**src/rtl/vga_fb_arbiter_if.sv**
```systemverilog
// MCU-side framebuffer bus: request/ack handshake with address, write data and read data.
interface vga_fb_arbiter_if;
    logic        MEM_REQ;
    logic        MEM_WE;
    logic [14:0] MEM_ADDR;
    logic [7:0]  MEM_WDATA;
    logic        MEM_ACK;
    logic [7:0]  MEM_RDATA;

    modport master (
        output MEM_REQ, MEM_WE, MEM_ADDR, MEM_WDATA,
        input  MEM_ACK, MEM_RDATA
    );

    modport slave (
        input  MEM_REQ, MEM_WE, MEM_ADDR, MEM_WDATA,
        output MEM_ACK, MEM_RDATA
    );
endinterface

```
**src/rtl/vga_fb_arbiter.sv**
```systemverilog
// Shares a single-port 160x120 framebuffer between VGA prefetch (4x scaled) and the MCU bus.
// Display slots always win; the MCU gets every other cycle, one access per two cycles.
module vga_fb_arbiter #(
    parameter int H_TOTAL   = 800,
    parameter int H_VISIBLE = 640,
    parameter int V_TOTAL   = 525,
    parameter int V_VISIBLE = 480,
    parameter int FB_WIDTH  = 160,
    parameter int FB_HEIGHT = 120
) (
    input  logic                CLK,
    input  logic                RST_N,
    input  logic [9:0]          ROW,
    input  logic [9:0]          COLUMN,
    output logic [3:0]          RED,
    output logic [3:0]          GREEN,
    output logic [3:0]          BLUE,
    vga_fb_arbiter_if.slave     mem,
    output logic [14:0]         FB_ADDR,
    output logic                FB_WE,
    output logic [7:0]          FB_WDATA,
    input  logic [7:0]          FB_RDATA
);

    localparam logic [9:0]  C_PRE_END = 10'(H_VISIBLE - 4);
    localparam logic [9:0]  C_H_LAST2 = 10'(H_TOTAL - 2);
    localparam logic [9:0]  C_V_LAST  = 10'(V_TOTAL - 1);
    localparam logic [9:0]  C_V_VIS   = 10'(V_VISIBLE);
    localparam logic [14:0] C_DEPTH   = 15'(FB_WIDTH * FB_HEIGHT);

    typedef enum logic {IDLE, ACK} state_t;

    state_t      r_state;
    logic        r_mem_ack;
    logic        r_rd_ok;
    logic        r_slot_d;
    logic [7:0]  r_pix;
    logic [14:0] r_fb_addr;

    logic [9:0]  w_next_row;
    logic        w_vis_slot;
    logic        w_line_slot;
    logic        w_slot;
    logic [7:0]  w_fr;
    logic [7:0]  w_fc;
    logic [14:0] w_disp_addr;
    logic        w_in_range;
    logic        w_grant;

    assign w_next_row  = (ROW == C_V_LAST) ? '0 : ROW + 10'd1;
    assign w_vis_slot  = (COLUMN[1:0] == 2'd2) && (COLUMN < C_PRE_END) && (ROW < C_V_VIS);
    assign w_line_slot = (COLUMN == C_H_LAST2) && (w_next_row < C_V_VIS);
    assign w_slot      = w_vis_slot || w_line_slot;

    // Fetch the pixel of the next 4-column group; at line end, column 0 of the next row.
    assign w_fr        = w_line_slot ? w_next_row[9:2] : ROW[9:2];
    assign w_fc        = w_line_slot ? '0 : COLUMN[9:2] + 8'd1;
    assign w_disp_addr = {w_fr, 7'b0} + {2'b0, w_fr, 5'b0} + {7'b0, w_fc};

    assign w_in_range  = mem.MEM_ADDR < C_DEPTH;
    assign w_grant     = RST_N && (r_state == IDLE) && mem.MEM_REQ && !w_slot;

    always_comb begin
        FB_ADDR = r_fb_addr;
        FB_WE   = 1'b0;
        if (w_slot) begin
            FB_ADDR = w_disp_addr;
        end else if (w_grant) begin
            FB_ADDR = mem.MEM_ADDR;
            FB_WE   = mem.MEM_WE && w_in_range;
        end
    end

    assign FB_WDATA      = mem.MEM_WDATA;
    assign mem.MEM_ACK   = r_mem_ack;
    assign mem.MEM_RDATA = r_rd_ok ? FB_RDATA : '0;

    assign RED   = {r_pix[7:5], r_pix[7]};
    assign GREEN = {r_pix[4:2], r_pix[4]};
    assign BLUE  = {r_pix[1:0], r_pix[1:0]};

    always_ff @(posedge CLK) begin
        if (!RST_N) begin
            r_state   <= IDLE;
            r_mem_ack <= 1'b0;
            r_rd_ok   <= 1'b0;
            r_slot_d  <= 1'b0;
            r_pix     <= '0;
            r_fb_addr <= '0;
        end else begin
            r_fb_addr <= FB_ADDR;
            r_slot_d  <= w_slot;
            if (r_slot_d) begin
                r_pix <= FB_RDATA;
            end
            case (r_state)
                IDLE: begin
                    if (w_grant) begin
                        r_state   <= ACK;
                        r_mem_ack <= 1'b1;
                        r_rd_ok   <= !mem.MEM_WE && w_in_range;
                    end
                end
                ACK: begin
                    r_state   <= IDLE;
                    r_mem_ack <= 1'b0;
                    r_rd_ok   <= 1'b0;
                end
                default: begin
                    r_state   <= IDLE;
                    r_mem_ack <= 1'b0;
                    r_rd_ok   <= 1'b0;
                end
            endcase
        end
    end

endmodule
```
**src/flat_wrapper.sv**
```systemverilog
// flat-port wrapper written by rule: the top's interface ports become plain ports
module vga_fb_arbiter_flat 
#(
    parameter int H_TOTAL   = 800,
    parameter int H_VISIBLE = 640,
    parameter int V_TOTAL   = 525,
    parameter int V_VISIBLE = 480,
    parameter int FB_WIDTH  = 160,
    parameter int FB_HEIGHT = 120
)
  (CLK, RST_N, ROW, COLUMN, RED, GREEN, BLUE, FB_ADDR, FB_WE, FB_WDATA, FB_RDATA, mem_MEM_REQ, mem_MEM_WE, mem_MEM_ADDR, mem_MEM_WDATA, mem_MEM_ACK, mem_MEM_RDATA);
  vga_fb_arbiter_if mem_i ();
  input  logic CLK;
  input  logic RST_N;
  input  logic [9:0] ROW;
  input  logic [9:0] COLUMN;
  output logic [3:0] RED;
  output logic [3:0] GREEN;
  output logic [3:0] BLUE;
  output logic [14:0] FB_ADDR;
  output logic FB_WE;
  output logic [7:0] FB_WDATA;
  input  logic [7:0] FB_RDATA;
  input wire logic [$bits(mem_i.MEM_REQ)-1:0] mem_MEM_REQ;
  input wire logic [$bits(mem_i.MEM_WE)-1:0] mem_MEM_WE;
  input wire logic [$bits(mem_i.MEM_ADDR)-1:0] mem_MEM_ADDR;
  input wire logic [$bits(mem_i.MEM_WDATA)-1:0] mem_MEM_WDATA;
  output wire logic [$bits(mem_i.MEM_ACK)-1:0] mem_MEM_ACK;
  output wire logic [$bits(mem_i.MEM_RDATA)-1:0] mem_MEM_RDATA;
  assign mem_i.MEM_REQ = mem_MEM_REQ;
  assign mem_i.MEM_WE = mem_MEM_WE;
  assign mem_i.MEM_ADDR = mem_MEM_ADDR;
  assign mem_i.MEM_WDATA = mem_MEM_WDATA;
  assign mem_MEM_ACK = mem_i.MEM_ACK;
  assign mem_MEM_RDATA = mem_i.MEM_RDATA;
  vga_fb_arbiter #(.H_TOTAL(H_TOTAL), .H_VISIBLE(H_VISIBLE), .V_TOTAL(V_TOTAL), .V_VISIBLE(V_VISIBLE), .FB_WIDTH(FB_WIDTH), .FB_HEIGHT(FB_HEIGHT)) u_core (.CLK(CLK), .RST_N(RST_N), .ROW(ROW), .COLUMN(COLUMN), .RED(RED), .GREEN(GREEN), .BLUE(BLUE), .mem(mem_i), .FB_ADDR(FB_ADDR), .FB_WE(FB_WE), .FB_WDATA(FB_WDATA), .FB_RDATA(FB_RDATA));
endmodule
```
**config.mk**
```make
export PLATFORM = sky130hd
export DESIGN_NAME = vga_fb_arbiter_flat
export DESIGN_NICKNAME = d
export VERILOG_FILES = /design/src/rtl/vga_fb_arbiter_if.sv /design/src/rtl/vga_fb_arbiter.sv /design/src/flat_wrapper.sv
export SDC_FILE = /design/constraint.sdc
export NUM_CORES = 1
export LEC_CHECK = 0
export ABC_AREA = 1
export BUFFER_PORTS_ARGS = -buffer_cell sky130_fd_sc_hd__buf_2
export CELL_PAD_IN_SITES_DETAIL_PLACEMENT = 1
export CELL_PAD_IN_SITES_GLOBAL_PLACEMENT = 2
export CORE_MARGIN = 5
export CORE_UTILIZATION = 26
export CTS_BUF_LIST = sky130_fd_sc_hd__clkbuf_16
export DETAILED_ROUTE_END_ITERATION = 7
export HOLD_SLACK_MARGIN = 0.12
export PLACE_DENSITY = 0.88
export SYNTH_ARGS = -nofsm -noshare
export SYNTH_HDL_FRONTEND = slang
export SYNTH_SLANG_ARGS = --single-unit
```
**constraint.sdc**
```tcl
create_clock -name CLK -period 9.48 [get_ports CLK]
set_input_delay 1.422 -clock CLK [delete_from_list [all_inputs] [get_ports CLK]]
set_output_delay 1.422 -clock CLK [all_outputs]
set_load 0.1 [all_outputs]
```
==> out/qor.json <==
{
  "status": "complete, no violations",
  "drt-vias-per-instance": 4.43,
  "cp-end-kind": "output port",
  "number_of_nets_produced_by_synthesis": 459,
  "tritoncts": "built",
  "setup-tns-final_ps": 0,
  "cts.path.max_buffers": 2,
  "critPathLaunch": "COLUMN[2]",
  "share_of_the_yosys_chip_area_belonging_to_registers": 0.223,
  "ir_worst_vdd_uv": 69.3,
  "final.period_utilization": 0.681,
  "postSynth.topFlopCell": "sky130_fd_sc_hd__dfxtp_1",
  "path_class": "in -> out",
  "yosysWarningCount": 0,
  "place_congestion": 0.806,
  "regToRegSetupSlack_ps": 7490,
  "holdCritPathClass": "reg -> reg",
  "die-area_um2": 11400,
  "slew_at_the_pin_closest_to_its_max_slew_limit_ps": 696,
  "synth_top_area_share": 0.223,
  "setup.worst_path.start_class": "input port",
  "post_detailed_placement_half_perimeter_wirelength_um": 5970,
  "drv_cap": 0,
  "first_iter_violations": 55,
  "cell_internal_pwr_uw": 218,
  "worst_skew_pair.late_latency_ps": 260,
  "unique_masters_post_synth": 31,
  "ant_nets": 0,
  "worst-endpoint-arrival_ps": 5030,
  "floorplan.core_area_um2": 9150,
  "maximum_fanout_along_the_worst_path": 14,
  "p_clk_frac": 0.249,
  "slew_headroom": 0.535,
  "design_area_um2": 2910,
  "start_util": 0.265,
  "vias": 2498,
  "clock_tree.root_cell": "sky130_fd_sc_hd__clkbuf_16",
  "netSwitchingPower_uw": 175,
  "drc_errors": 0,
  "n_antenna_cell": 0,
  "drt-wirelength-per-cell_um": 12.6,
  "finalCriticalPeriod_ps": 6450,
  "worst-r2r-cell-count": 7,
  "detail_route.first_pass.iterations": 4,
  "slew_viol_final": 0,
  "rr_endpoint": "u_core.r_rd_ok",
  "grt.overflow.total": 0,
  "finalWirelength_um": 7120,
  "yosys.area.top_type": "sky130_fd_sc_hd__dfxtp_1",
  "post_dp_cell_area_um2": 2830,
  "critPathRequiredTime_ps": 8060,
  "port_buffers": 83,
  "holdBufCountCts": 0,
  "power_density_nw_per_um2": 135,
  "p_comb_frac": 0.441,
  "ports_placed_on_the_boundary": 100,
  "post_synth_instance_area_um2": 2420,
  "layout-drive-gt1-share": 0.291,
  "floorplan.die.height_um": 107,
  "share_of_async_settable_or_async_resettable_flops_after_synthesis": 0,
  "layout.nets": 527,
  "cts_sinks": 27,
  "placement_rows": 35,
  "die_w_um": 107,
  "via_count_of_the_first_global_routing_pass": 2700,
  "post_synthesis_cells": 386,
  "global_route_wire_length_before_repair_um": 12300,
  "synth.ff_latch_count": 27,
  "groute.usage.overall": 0.128,
  "cellLeakagePower_uw": 0.00174,
  "grt_antenna_before_repair": 0,
  "switching_share": 0.445,
  "finClkSkew_ps": 2.24,
  "syn_area_per_cell_um2": 6.28,
  "grt_start_max_net_pins": 22,
  "number_of_enable_type_register_cells_in_the_synthesized_netlist": 0,
  "critical_path.reg2reg.startpoint": "u_core.r_state",
  "fmax_mhz": 155,
  "crit_path_end": "FB_ADDR[14]",
  "total_power_after_layout_uw": 393,
  "area_delta_synth_final_pct": 20.1,
  "ctsHtreeMaxLevel": 1,
  "synth_top_cells_by_count": "sky130_fd_sc_hd__nand2_1 (102), sky130_fd_sc_hd__inv_1 (60), sky130_fd_sc_hd__nor2_1 (40)",
  "yosysMostFrequentCell": "sky130_fd_sc_hd__nand2_1",
  "postCtsResizedCells": 0,
  "finalSetupViolCount": 0,
  "clkSlewWorstSetupHoldPaths_ps": 70,
  "post_cts_repair_setup_buffers": 0,
  "power.share.sequential": 0.310,
  "synth_top_cells_by_area": "sky130_fd_sc_hd__dfxtp_1 (22%), sky130_fd_sc_hd__nand2_1 (16%), sky130_fd_sc_hd__inv_1 (9.3%)",
  "hold_viol_final": 0,
  "cts_made_buffers": 3,
  "rsz0062_at_grt": "false"
}
[how the worst min path moves through the flow]
stage / start / to / slack [ps] / cells after the start
2_1_floorplan: u_core.r_state / u_core.mem.MEM_ACK / 480 / 3
3_3_place_gp: u_core.mem.MEM_ACK / u_core.mem.MEM_ACK / 440 / 2
3_5_place_dp: u_core.mem.MEM_ACK / u_core.mem.MEM_ACK / 450 / 2
4_1_cts: u_core.mem.MEM_ACK / u_core.mem.MEM_ACK / 460 / 2
5_1_grt: u_core.mem.MEM_ACK / u_core.mem.MEM_ACK / 480 / 2
6_report: u_core.mem.MEM_ACK / u_core.mem.MEM_ACK / 460 / 2
[cells by family (layout without fill, tap and decap cells)]
logic type | after synthesis | count (layout) | share of synthesized area
XOR/XNOR | 6 | 6 | 0.0217
adder cells (fa/ha/maj) | 18 | 18 | 0.0991
flip-flops | 27 | 27 | 0.223
multiplexers | 1 | 1 | 0.00413
AND/OR/NAND/NOR | 188 | 188 | 0.344
buffers and inverters | 88 | 155 | 0.166
AO/OA/AOI/OAI | 58 | 58 | 0.142
[power by group through the flow]
stage	sequential (uW)	clock [uW]	combinational, uW
6_report	122	98.0	173
5_1_grt	123	105	188
4_1_cts	122	102	175
3_5_place_dp	125	0	174
3_3_place_gp	124	0	172
2_1_floorplan	133	0	143
[cell usage in the layout (no fill, tap or decap), drive strengths merged, types with 3 or more instances in the layout]
cell type and n:
nor3 3, nand2 109, dfxtp 27, buf 83, clkbuf 3, a21oi 18
xor2 5, inv 68, or2 3, nor2 51, nand3 22, ha 16
o21ai 35
[critical path, cell delays in order]
cell	delay, ps
sky130_fd_sc_hd__buf_2	100
sky130_fd_sc_hd__ha_1	160
sky130_fd_sc_hd__nand2_1	90
sky130_fd_sc_hd__inv_1	80
sky130_fd_sc_hd__nand3_1	70
sky130_fd_sc_hd__nor3_1	180
sky130_fd_sc_hd__nand2_2	100
sky130_fd_sc_hd__inv_2	80
sky130_fd_sc_hd__nand2_4	120
sky130_fd_sc_hd__inv_1	130
sky130_fd_sc_hd__nand2_1	70
sky130_fd_sc_hd__nand2_1	50
sky130_fd_sc_hd__o21ai_1	90
sky130_fd_sc_hd__fa_1	550
sky130_fd_sc_hd__inv_1	70
sky130_fd_sc_hd__fa_1	460
sky130_fd_sc_hd__nand3_1	110
sky130_fd_sc_hd__nand2_1	90
sky130_fd_sc_hd__a31oi_1	210
sky130_fd_sc_hd__nand3_1	130
sky130_fd_sc_hd__nand3_2	100
sky130_fd_sc_hd__nand2_2	70
sky130_fd_sc_hd__inv_1	50
sky130_fd_sc_hd__buf_2	420
[area by class of cell]
type                    count  area, um2
repair buffers             83        415
inverters                  68        255
flip-flops and latches     27        541
fillers                  1222       6240
clock inverters             1       5.00
multi-input cells         271       1480
well taps                 111        139
clock buffers               3       75.1
[state kept, by name, summed over array words and instances (netlist names)]
signal and cells:
u_core.r_slot_d 1, u_core.r_state 1, u_core.r_pix 8, u_core.r_fb_addr 15
u_core.mem.MEM_ACK 1, u_core.r_rd_ok 1
[metrics by stage]
step / util / cells / hold WS [ps] / setup slack (ps)
2_1_floorplan: - / 386 / 478 / 3420
3_3_place_gp: 0.310 / 560 / 444 / 3130
3_5_place_dp: 0.310 / 560 / 451 / 2980
4_1_cts: 0.318 / 564 / 463 / 2960
5_1_grt: 0.318 / 564 / 479 / 2690
6_report: 0.318 / 564 / 456 / 3030
[metal layers]
metal,vias up,part of all wire,global-route usage
li1,1314,-,-
met4,0,0.012,0.0247
met1,1130,0.45,0.163
met2,45,0.49,0.230
met5,-,0,0
met3,9,0.042,0.0217
(Power assumes the default switching activity.)
